$ cat config.mk
export PLATFORM = sky130hd
export DESIGN_NAME = uart_tx_arbiter
export DESIGN_NICKNAME = d
export VERILOG_FILES = /design/src/rtl/uart_arb_pkg.sv /design/src/rtl/rr_arbiter.sv /design/src/rtl/uart_tx_arbiter.sv
export SDC_FILE = /design/constraint.sdc
export NUM_CORES = 1
export LEC_CHECK = 0
export CAP_MARGIN = 40
export CORE_ASPECT_RATIO = 0.75
export CORE_MARGIN = 4
export CORE_UTILIZATION = 35
export CTS_BUF_LIST = sky130_fd_sc_hd__clkbuf_16
export DETAILED_ROUTE_END_ITERATION = 16
export GPL_TIMING_DRIVEN = 1
export HOLD_SLACK_MARGIN = 0.08
export PLACE_DENSITY = 0.68
export RECOVER_POWER = 50
export SLEW_MARGIN = 20
export SYNTH_ARGS = -nofsm -noshare
export SYNTH_HDL_FRONTEND = slang
export SYNTH_SLANG_ARGS = --single-unit
$ cat constraint.sdc
create_clock -name clk -period 3.85 [get_ports clk]
set_clock_uncertainty 0.05 [all_clocks]
set_input_delay 1.155 -clock clk [delete_from_list [all_inputs] [get_ports clk]]
set_output_delay 1.155 -clock clk [all_outputs]
set_load 0.03 [all_outputs]
$ cat src/rtl/uart_arb_pkg.sv
// Shared types and constants for the UART transmit arbiter.
// Latency: n/a (package only).
// Backpressure: n/a (package only).
// Contents: FSM state encoding and the largest supported requester count.
package uart_arb_pkg;

  localparam logic [1:0] IDLE_ENC = 2'd0;
  localparam logic [1:0] LOCK_ENC = 2'd1;
  localparam logic [1:0] SEND_ENC = 2'd2;

  typedef enum logic [1:0] {
    ST_IDLE = IDLE_ENC,
    ST_LOCK = LOCK_ENC,
    ST_SEND = SEND_ENC
  } state_t;

  localparam int NREQ_MAX = 8;

endpackage

$ cat src/rtl/rr_arbiter.sv
// Round-robin pick: first set request at or above ptr, wrapping around.
// Latency: purely combinational.
// Backpressure: none; the caller decides when to take the grant.
// Ports: req (N requests), ptr (highest-priority index), gnt (one-hot, 0 if no request).
module rr_arbiter
  import uart_arb_pkg::*;
#(
  parameter int N  = 4,
  parameter int PW = 2
) (
  input  logic [N-1:0]  req,
  input  logic [PW-1:0] ptr,
  output logic [N-1:0]  gnt
);

  always_comb begin
    logic          found;
    logic [PW-1:0] idx;
    gnt   = '0;
    found = 1'b0;
    idx   = '0;
    for (int i = 0; i < N; i++) begin
      idx = PW'((int'(ptr) + i) % N);
      if (!found && req[idx]) begin
        gnt[idx] = 1'b1;
        found    = 1'b1;
      end
    end
  end

endmodule

$ cat src/rtl/uart_tx_arbiter.sv
// Shares one uart_tx between NREQ byte streams; round-robin with packet lock.
// Latency: 1 cycle arbitration, byte accepted in LOCK appears on tx_valid next cycle.
// Backpressure: a byte is held on tx_data until tx_ready; only then is the owner offered req_ready again.
// Ports: clk, rst_n (async active-low); req_valid/req_data/req_last/req_ready per requester
//        (byte i at req_data[8*i+7:8*i]); tx_data/tx_valid/tx_ready towards uart_tx;
//        grant (one-hot owner), busy (not idle), timeout (forced-release pulse).
// Option: define UART_ARB_TIMEOUT_EN to release an owner that stalls in LOCK for TIMEOUT cycles.
module uart_tx_arbiter
  import uart_arb_pkg::*;
#(
  parameter int NREQ    = 4,
  parameter int TIMEOUT = 1024
) (
  input  logic              clk,
  input  logic              rst_n,
  input  logic [NREQ-1:0]   req_valid,
  input  logic [8*NREQ-1:0] req_data,
  input  logic [NREQ-1:0]   req_last,
  output logic [NREQ-1:0]   req_ready,
  output logic [7:0]        tx_data,
  output logic              tx_valid,
  input  logic              tx_ready,
  output logic [NREQ-1:0]   grant,
  output logic              busy,
  output logic              timeout
);

  localparam int PW = (NREQ > 1) ? $clog2(NREQ) : 1;

  if (NREQ < 2 || NREQ > NREQ_MAX || TIMEOUT < 2) begin : g_bad_param
    $error("uart_tx_arbiter: NREQ must be 2..8 and TIMEOUT >= 2");
  end

  state_t          state_q, state_d;
  logic [NREQ-1:0] grant_d;
  logic [PW-1:0]   ptr_q, ptr_d;
  logic [7:0]      tx_data_d;
  logic            tx_valid_d;
  logic            last_q, last_d;
  logic            busy_d;

  logic [NREQ-1:0] arb_gnt;
  logic [PW-1:0]   g_idx;
  logic [PW-1:0]   ptr_inc;
  logic            sel_valid;
  logic            sel_last;
  logic [7:0]      sel_data;
  logic            expire;

  rr_arbiter #(.N(NREQ), .PW(PW)) u_rr (
    .req (req_valid),
    .ptr (ptr_q),
    .gnt (arb_gnt)
  );

  // Binary index of the current owner, used for data muxing and pointer advance.
  always_comb begin
    g_idx = '0;
    for (int i = 0; i < NREQ; i++) begin
      if (grant[i]) g_idx = PW'(i);
    end
  end

  assign sel_valid = |(req_valid & grant);
  assign sel_last  = |(req_last & grant);
  assign sel_data  = req_data[{g_idx, 3'b000} +: 8];
  // The requester after the owner gets top priority next time round.
  assign ptr_inc   = (g_idx == PW'(NREQ - 1)) ? '0 : g_idx + PW'(1);

`ifdef UART_ARB_TIMEOUT_EN
  localparam int            CW       = $clog2(TIMEOUT);
  localparam logic [CW-1:0] CNT_LAST = CW'(TIMEOUT - 1);

  logic [CW-1:0] cnt_q, cnt_d;
  logic          timeout_q, timeout_d;

  // Only a LOCK-state stall by the owner can expire; a byte waiting in SEND never does.
  assign expire  = (state_q == ST_LOCK) && !sel_valid && (cnt_q == CNT_LAST);
  assign timeout = timeout_q;

  always_comb begin
    cnt_d     = cnt_q;
    timeout_d = 1'b0;
    if (state_q != ST_LOCK) begin
      // Held at zero outside LOCK so every entry into LOCK starts a fresh count.
      cnt_d = '0;
    end else if (expire) begin
      cnt_d     = '0;
      timeout_d = 1'b1;
    end else if (!sel_valid) begin
      cnt_d = cnt_q + CW'(1);
    end
  end

  always_ff @(posedge clk or negedge rst_n) begin
    if (!rst_n) begin
      cnt_q     <= '0;
      timeout_q <= 1'b0;
    end else begin
      cnt_q     <= cnt_d;
      timeout_q <= timeout_d;
    end
  end
`else
  assign expire  = 1'b0;
  assign timeout = 1'b0;
`endif

  always_comb begin
    state_d    = state_q;
    grant_d    = grant;
    ptr_d      = ptr_q;
    tx_data_d  = tx_data;
    tx_valid_d = tx_valid;
    last_d     = last_q;
    req_ready  = '0;
    case (state_q)
      ST_IDLE: begin
        if (|req_valid) begin
          grant_d = arb_gnt;
          state_d = ST_LOCK;
        end
      end
      ST_LOCK: begin
        req_ready = req_valid & grant;
        if (sel_valid) begin
          tx_data_d  = sel_data;
          tx_valid_d = 1'b1;
          last_d     = sel_last;
          state_d    = ST_SEND;
        end else if (expire) begin
          ptr_d   = ptr_inc;
          grant_d = '0;
          state_d = ST_IDLE;
        end
      end
      ST_SEND: begin
        if (tx_valid && tx_ready) begin
          tx_valid_d = 1'b0;
          if (last_q) begin
            ptr_d   = ptr_inc;
            grant_d = '0;
            state_d = ST_IDLE;
          end else begin
            state_d = ST_LOCK;
          end
        end
      end
      default: begin
        state_d = ST_IDLE;
        grant_d = '0;
      end
    endcase
    busy_d = (state_d != ST_IDLE);
  end

  always_ff @(posedge clk or negedge rst_n) begin
    if (!rst_n) begin
      state_q  <= ST_IDLE;
      grant    <= '0;
      ptr_q    <= '0;
      tx_data  <= '0;
      tx_valid <= 1'b0;
      last_q   <= 1'b0;
      busy     <= 1'b0;
    end else begin
      state_q  <= state_d;
      grant    <= grant_d;
      ptr_q    <= ptr_d;
      tx_data  <= tx_data_d;
      tx_valid <= tx_valid_d;
      last_q   <= last_d;
      busy     <= busy_d;
    end
  end

endmodule

==> results of run 1 <==
-- power groups by stage --
stage | Sequential (uW) | Combinational, uW | Clock (uW)
2_1_floorplan | 528 | 603 | 0
3_3_place_gp | 403 | 1090 | 0
3_5_place_dp | 406 | 1100 | 0
4_1_cts | 405 | 1110 | 213
5_1_grt | 420 | 1200 | 223
6_report | 403 | 1090 | 208
-- Yosys cell counts (4+ instances only) --
cell type | n | area, sq um
o21ai_0 | 9 | 45.04
ha_1 | 7 | 87.58
a41oi_1 | 5 | 43.79
clkbuf_1 | 6 | 22.52
a21oi_1 | 15 | 75.07
nand2_1 | 23 | 86.33
mux2i_1 | 17 | 170.2
inv_1 | 7 | 26.28
o21ai_1 | 4 | 20.02
o21a_1 | 4 | 30.03
nor2_1 | 15 | 56.30
nand4_1 | 4 | 25.02
dfrtp_1 | 19 | 475.5
-- cell usage in the layout (no fill, tap or decap), types with 2 or more instances in the layout --
master	instances
a22oi_1	2
dlygate4sd3_1	3
clkdlybuf4s50_1	53
a21oi_1	15
o21ai_0	9
mux4_2	2
o21a_1	4
mux2i_1	17
o21ai_1	4
a2111oi_4	2
nand2b_1	2
inv_1	8
clkbuf_16	3
buf_4	11
nand2_1	23
clkbuf_1	2
or3b_1	2
dfrtp_1	19
ha_1	7
nor2_1	15
nand4_1	4
nand3b_1	2
a41oi_1	5
-- flip-flops by register name, indices dropped and copies added, names as in the netlist --
signal,cells
ptr_q,2
tx_data,8
state_q,2
tx_valid,1
last_q,1
grant,4
busy,1
-- layer usage --
metal  up-vias  share of wire
met4         0         0.0030
li1        731              -
met5         -              0
met3         2          0.064
met2        39           0.45
met1       679           0.49
-- metrics by stage --
stage / setup WS, ns / cells
CTS: 0.5666 / 285
global route: 0.4857 / 285
finish: 0.5524 / 285
global placement: 0.6196 / 280
floorplan: 0.6734 / 166
detailed placement: 0.5738 / 281
-- worst max-delay path by stage --
stage / start / to / slack, ns / cells after the start
2_1_floorplan: req_valid[0] / req_ready[0] / 0.67 / 3
3_3_place_gp: req_valid[3] / req_ready[3] / 0.62 / 4
3_5_place_dp: req_valid[2] / req_ready[2] / 0.57 / 4
4_1_cts: req_valid[2] / req_ready[2] / 0.57 / 4
5_1_grt: req_valid[3] / req_ready[3] / 0.49 / 4
6_report: req_valid[3] / req_ready[3] / 0.55 / 4
-- cell type report --
type | instances | area, sq um
sequential | 19 | 475.5
tap | 55 | 68.82
timing repair buffer | 69 | 650.6
inverter | 7 | 26.28
fill | 411 | 1826
multi-input combinational | 131 | 928.4
clock buffer | 3 | 75.07
clock inverter | 1 | 3.754
-- critical path: cells and delay by family --
family | cells | cell delay (ns)
simple gates | 2 | 0.21
buf+inv | 2 | 0.73
-- kinds of logic (layout without fill, tap and decap cells) --
kind of cell               Yosys count  after routing  synth area share
AOI/OAI and AO/OA                   49             49            0.2385
and+or+nand+nor                     54             54            0.1772
buffers and inverters               16             80           0.04429
adders and majority gates            7              7           0.05962
muxes                               20             20            0.1542
other                                1              1          0.002553
DFF                                 19             19            0.3237
==> flow_summary.toml, run 1 <==
[sta]
slew_headroom = 0.4642
slew_violations = 0
period_share = 0.8565
rsz0062_at_grt = "no"
worst_pin_slew_ns = 0.8037
fmax_mhz = 303.3
fin_crit_ns = 3.298
setup_violations = 0
finalSetupTns_ns = 0
finalHoldViolCount = 0
fin_hold_ws_ns = 0.4746

[global_route]
grt.met3_usage = 0.05026
grt_max_degree = 22
grt_pass1_wl_um = 6603
antenna_found_initial = 0
busiest_layer = "met2"
grt_pass1_vias = 1409
grt_usage = 0.1504
grt-ovfl-total = 0
gr-usage-met1 = 0.2017
grt_use_met2 = 0.2460

[logic_synthesis]
ys_types = 38
synth-edff-count = 0
synth_nets = 216
syn-cell-area_sq_um = 1469
yosys_warnings = 0
yosysSeqAreaShare = 0.3237
ys.flop_type = "dfrtp_1"
synth.avg_cell_area_sq_um = 8.849
synth-seq-cells = 19
synth_cells = 166
synth-async-reset-ratio = 1.000

[placed_design]
portBuffers = 60
place_congestion = 0.8617
place_area_sq_um = 2165
dpl.hpwl_um = 3101

[clocking]
worstSkewPairLatency_ns = 0.24
cts_setup_buffers = 0
hold_buffers = 0
htreeDepth = 1
ctsResizeCount = 0
cts_sinks = 19
cts.clk_slew.worst_paths_ns = 0.05
root_buffer = "clkbuf_16"
cts_max_path_buffers = 2
cts_buffers = 3
cts_tree = "built"

[routing]
wirelength_um = 4014
drc_errors = 0
route.vias.total = 1451
first_pass_iters = 4
drt_first_iter_violations = 66
vias_per_cell = 5.091
antenna_left = 0
wire_per_inst_um = 14.08

[power]
comb_power_share = 0.641
switching_power_uw = 792.1
seqPwrFrac = 0.237
cellInternalPower_uw = 910.4
clockPowerShare = 0.122
power.leakage_uw = 0.0009151
power.share.switching = 0.4653
finalPower_uw = 1703
vdd_ir_drop_max_uv = 341.8
power.density_nw_per_um2 = 764.0

[cells_and_area]
drive_gt1_frac = 0.1000
fin_util = 0.5497
antenna_cells = 0
nets = 281
stdcell_area_sq_um = 2228
syn2layout_area_growth_pct = 51.70

[floorplanning]
die_h_um = 64.11
initial_core_util = 0.3623
die_x_um = 82.81
ios = 62
die_area_sq_um = 5308
core.rowCount = 20
core_area_sq_um = 4054

[critical_path]
slowest_stage = "dlygate4sd3_1"
ff2ff_path_depth = 6
r2r-start = "ptr_q[0]"
startpoint_type = "primary input"
critPathMaxFanout = 3
critPathRequiredTime_ns = 2.64
critPathKind = "primary input to output port"
worstPathCellList = "dlygate4sd3_1 -> nand2_1 -> nor2_1 -> buf_4"
slowest_delay_ns = 0.56
r2r_setup_slack_ns = 1.38
critical_path_arrival_ns = 2.09
rr_endpoint = "grant[1]"
cp-end-kind = "output port"

[flow_run]
max_cap_violations = 0

[worst_hold_path]
hold_class = "flop to flop"
min_to = "tx_data[4]"
hold_depth = 2
hp-start = "tx_data[4]"

[run_status]
status = "finished clean"
Note: power is estimated with default switching activity, not from simulation.
==> inputs of run 2 (changes only) <==
--- a/config.mk
+++ b/config.mk
@@ -8,12 +8,12 @@
 export CAP_MARGIN = 40
 export CORE_ASPECT_RATIO = 0.75
 export CORE_MARGIN = 4
-export CORE_UTILIZATION = 35
+export CORE_UTILIZATION = 46
 export CTS_BUF_LIST = sky130_fd_sc_hd__clkbuf_16
 export DETAILED_ROUTE_END_ITERATION = 16
 export GPL_TIMING_DRIVEN = 1
 export HOLD_SLACK_MARGIN = 0.08
-export PLACE_DENSITY = 0.68
+export PLACE_DENSITY = 0.86
 export RECOVER_POWER = 50
 export SLEW_MARGIN = 20
 export SYNTH_ARGS = -nofsm -noshare
==> run 2 against run 1 <==
Net effect: largest power group unchanged; sequential share of layout area increased by 0.47 points; core utilization increased by 18 points; worst setup slack got worse by 0.22 ns; sequential cell count unchanged; design area decreased by 2.1%; sequential power about the same; clock power about the same; worst hold slack got worse by 0.0023 ns; critical endpoint unchanged; non-clock buffer count decreased by 4; critical path type unchanged; global-route usage increased by 5.5 points; register-to-register slack got worse by 0.07 ns.
==> flow_summary.toml, run 2 (synthesized netlist as in run 1, its figures left out) <==
[worst_hold_path]
min_to = "tx_data[2]"
hold_depth = 2
hold_class = "flop to flop"
hp-start = "tx_data[2]"

[floorplanning]
core_area_sq_um = 2999
ios = 62
die_area_sq_um = 4171
die_h_um = 56.94
die_x_um = 73.25
core.rowCount = 17
initial_core_util = 0.4898

[power]
power.leakage_uw = 0.0008993
finalPower_uw = 1719
power.density_nw_per_um2 = 788.3
vdd_ir_drop_max_uv = 363.2

[critical_path]
worstPathCellList = "clkdlybuf4s50_1 -> nand2_1 -> nor2_1 -> buf_4"
path_depth = 4
critical_path_buf_inv_count = 2
cp-end-kind = "output port"
r2r-start = "ptr_q[0]"
r2r_setup_slack_ns = 1.31
critPathMaxFanout = 9
worstSetupStartpoint = "req_valid[3]"
startpoint_type = "primary input"
ff2ff_path_depth = 6
slowest_stage = "clkdlybuf4s50_1"
rr_endpoint = "grant[2]"
cpLargestDelayFamily = "buffers and inverters"
critPathRequiredTime_ns = 2.64
slowest_delay_ns = 0.68
critPathKind = "primary input to output port"
critical_path_arrival_ns = 2.31

[routing]
antenna_left = 0
drt_first_iter_violations = 83
vias_per_cell = 5.807
drc_errors = 0
first_pass_iters = 4
wirelength_um = 4242
route.vias.total = 1533
wire_per_inst_um = 16.07

[placed_design]
post-place-ws_ns = 0.3644
portBuffers = 60
place_congestion = 0.8430
dpl.hpwl_um = 3174

[cells_and_area]
fillers = 213
regArea_sq_um = 475.5
syn2layout_area_growth_pct = 48.47
layout_commonest_cell = "clkdlybuf4s50_1"
drive_gt1_frac = 0.08850
largest_reg_flops = 8
nets = 277
multi_input_area_sq_um = 928.4
largestRegisters = "tx_data: 8 flops, grant: 4 flops"
top_register = "tx_data"
mostFrequentLayoutCells = "clkdlybuf4s50_1, nand2_1, dfrtp_1"
antenna_cells = 0

[sta]
fin_crit_ns = 3.514
fmax_mhz = 284.6
period_share = 0.9127
fin_hold_ws_ns = 0.4723
rsz0062_at_grt = "no"
finalHoldViolCount = 0
worst_pin_slew_ns = 0.9147
slew_violations = 0
finalSetupTns_ns = 0
setup_violations = 0
fin_ws_ns = 0.3361
slew_headroom = 0.3902

[clocking]
cts_tree = "built"
cts.clk_slew.worst_paths_ns = 0.05
hold_buffers = 0
root_buffer = "clkbuf_16"
ctsResizeCount = 0
htreeDepth = 1
cts_max_path_buffers = 2
cts_sinks = 19
cts_buffers = 3
cts_setup_buffers = 0
worstSkewPairLatency_ns = 0.25

[global_route]
antenna_found_initial = 0
grt.met3_usage = 0.07923
grt-ovfl-total = 0
grt_usage = 0.2052
grt_max_degree = 22
grt_pass1_wl_um = 6837
gr-usage-met1 = 0.2736
busiest_layer = "met2"
grt_pass1_vias = 1518
grt_use_met2 = 0.3172

[run_status]
status = "finished clean"

[flow_run]
max_cap_violations = 0
[run 2: cell count changes in the layout (fill, tap and decap cells not counted), sizes merged]
| cell | delta |
|---|---|
| dlygate4sd3 | +6 |
| clkdlybuf4s50 | -6 |
| buf | -3 |
| clkbuf | -1 |
[run 2: worst reg2reg max path, delay by kind of cell (launching register included)]
kind / cells / cell delay (ns)
compound gates: 1 / 0.25
fa+ha+maj: 1 / 0.43
buf+inv: 2 / 0.32
flops: 1 / 0.67
mux: 1 / 0.60
simple gates: 1 / 0.11
[run 2: routing by layer]
| layer | routed length (um) | vias to the layer above |
|---|---|---|
| li1 | - | 719 |
| met1 | 1784 | 720 |
| met2 | 1939 | 84 |
| met3 | 451 | 10 |
| met4 | 68 | 0 |
| met5 | 0 | - |
[run 2: layout make-up]
type / instances / share of cell area
Sequential cell: 19 / 0.2180
Inverter: 7 / 0.01205
Clock buffer: 3 / 0.03442
Timing Repair Buffer: 65 / 0.2863
Multi-Input combinational cell: 131 / 0.4257
Tap cell: 38 / 0.02180
Clock inverter: 1 / 0.001721
[run 2: worst max path at each step]
stage | endpoint | slack, ns
CTS | req_ready[2] | 0.36
global route | req_ready[2] | 0.26
finish | req_ready[3] | 0.34
global placement | req_ready[2] | 0.43
floorplan | req_ready[0] | 0.67
detailed placement | req_ready[3] | 0.36
[run 2: power breakdown]
group | switching (uW) | total, uW | leakage [uW] | internal, uW
logic | 649 | 1110 | 0.000639 | 459
registers | 100 | 402 | 0.000218 | 302
clock network | 71.1 | 209 | 0.0000423 | 138
[run 2: stage by stage]
stage	instance area [sq um]	instances	util
after floorplan	1469	166	-
after detailed placement	2098	259	0.6996
after CTS	2177	263	0.7259
after global routing	2181	264	0.7272
after global placement	2098	259	0.6996
final	2181	264	0.7272
==> inputs of run 3 (changes only) <==
--- a/config.mk
+++ b/config.mk
@@ -7,12 +7,11 @@
 export LEC_CHECK = 0
 export CAP_MARGIN = 40
 export CORE_ASPECT_RATIO = 0.75
-export CORE_MARGIN = 4
 export CORE_UTILIZATION = 46
 export CTS_BUF_LIST = sky130_fd_sc_hd__clkbuf_16
 export DETAILED_ROUTE_END_ITERATION = 16
 export GPL_TIMING_DRIVEN = 1
-export HOLD_SLACK_MARGIN = 0.08
+export HOLD_SLACK_MARGIN = 0.02
 export PLACE_DENSITY = 0.86
 export RECOVER_POWER = 50
 export SLEW_MARGIN = 20
==> run 3 against run 2 <==
Net effect: worst setup slack gained 0.0068 ns; critical path depth unchanged; global-route usage is 5.4 points higher; first-iteration DRC count grew 92%; largest power group unchanged; wire length shrank 3.5%; combinational power about the same; highest routed layer unchanged.
==> flow_summary.toml, run 3 (synthesized netlist as in run 1, its figures left out) <==
[global_route]
grt_usage = 0.2592
grt_pass1_wl_um = 6630
grt-ovfl-total = 0
grt_pass1_vias = 1447
antenna_found_initial = 0
grt_max_degree = 22

[clocking]
root_buffer = "clkbuf_16"
htreeDepth = 1
worstSkewPairLatency_ns = 0.25
cts_sinks = 19
cts_buffers = 3
hold_buffers = 0
cts_setup_buffers = 0
cts_max_path_buffers = 2
cts.clk_slew.worst_paths_ns = 0.05
ctsResizeCount = 0
cts_tree = "built"

[routing]
antenna_left = 0
vias_per_cell = 5.725
drc_errors = 0
wire_per_inst_um = 15.44
first_pass_iters = 4
wirelength_um = 4092
route.vias.total = 1517
drt_first_iter_violations = 159

[flow_run]
max_cap_violations = 0

[sta]
finalHoldViolCount = 0
rsz0062_at_grt = "no"
period_share = 0.9109
setup_violations = 0
fin_crit_ns = 3.507
fmax_mhz = 285.1
slew_headroom = 0.5870
slew_violations = 0
fin_hold_ws_ns = 0.4792
worst_pin_slew_ns = 0.6162
finalSetupTns_ns = 0

[cells_and_area]
largestRegisters = "tx_data: 8 flops, grant: 4 flops"
fin_util = 0.7297
layout_commonest_cell = "clkdlybuf4s50_1"
largest_reg_flops = 8
antenna_cells = 0
stdcell_count = 265
drive_gt1_frac = 0.09251
top_register = "tx_data"
mostFrequentLayoutCells = "clkdlybuf4s50_1, nand2_1, dfrtp_1"
nets = 278
syn2layout_area_growth_pct = 48.98

[critical_path]
critPathMaxFanout = 9
critical_path_arrival_ns = 2.30
r2r_setup_slack_ns = 1.27
critPathKind = "primary input to output port"
critPathRequiredTime_ns = 2.64
startpoint_type = "primary input"
cp-end-kind = "output port"

[run_status]
status = "finished clean"

[floorplanning]
die_h_um = 50.94
die_area_sq_um = 3426
ios = 62
core.rowCount = 17
initial_core_util = 0.4898
core_area_sq_um = 2999
die_x_um = 67.25

[placed_design]
place_inst = 260
dpl.hpwl_um = 2956
place_congestion = 0.9604
portBuffers = 60

[worst_hold_path]
hold_class = "flop to flop"

[power]
power.leakage_uw = 0.0009027
power.density_nw_per_um2 = 785.6
vdd_ir_drop_max_uv = 432.1
==> run 3: area by class of cell <==
cell class | count | area [sq um]
clock buffers | 3 | 75.07
clock inverters | 1 | 3.754
fillers | 215 | 810.8
inverters | 7 | 26.28
multi-input cells | 131 | 928.4
flip-flops and latches | 19 | 475.5
well taps | 38 | 47.55
repair buffers | 66 | 631.9
==> run 3: worst paths after layout <==
check | endpoint | cells past startpoint | from
worst max-delay path | req_ready[3] | 4 | req_valid[3]
max in group asynchronous | tx_data[1] | 2 | rst_n
min in group asynchronous | grant[0] | 1 | rst_n
worst max register to register | grant[2] | 6 | ptr_q[0]
worst min-delay path | tx_data[2] | 2 | tx_data[2]
worst min register to register | tx_data[2] | 2 | tx_data[2]
==> run 3: metrics by stage <==
step	total power (uW)	cell area (sq um)	worst slack (ns)
after global routing	1851	2188	0.2797
after CTS	1729	2185	0.3557
after detailed placement	1507	2106	0.3648
after global placement	1467	2106	0.4371
final	1719	2188	0.3429
after floorplan	1132	1469	0.6734
==> run 3: power breakdown <==
part	leakage (uW)	switching (uW)	internal (uW)	total, uW
sequential	0.000218	102	302	404
clock	0.0000423	67.5	138	205
combinational	0.000643	651	459	1110
==> run 3: worst max-delay path, cell delays in order <==
cell and delay, ns:
clkdlybuf4s50_1 0.67, nand2_1 0.17, nor2_1 0.14, buf_4 0.17
==> run 3: layer usage <==
layer | GRT usage | part of all wire
met4 | 0.05319 | 0.0064
met5 | 0 | 0
met1 | 0.3487 | 0.45
met3 | 0.07589 | 0.079
met2 | 0.4100 | 0.46
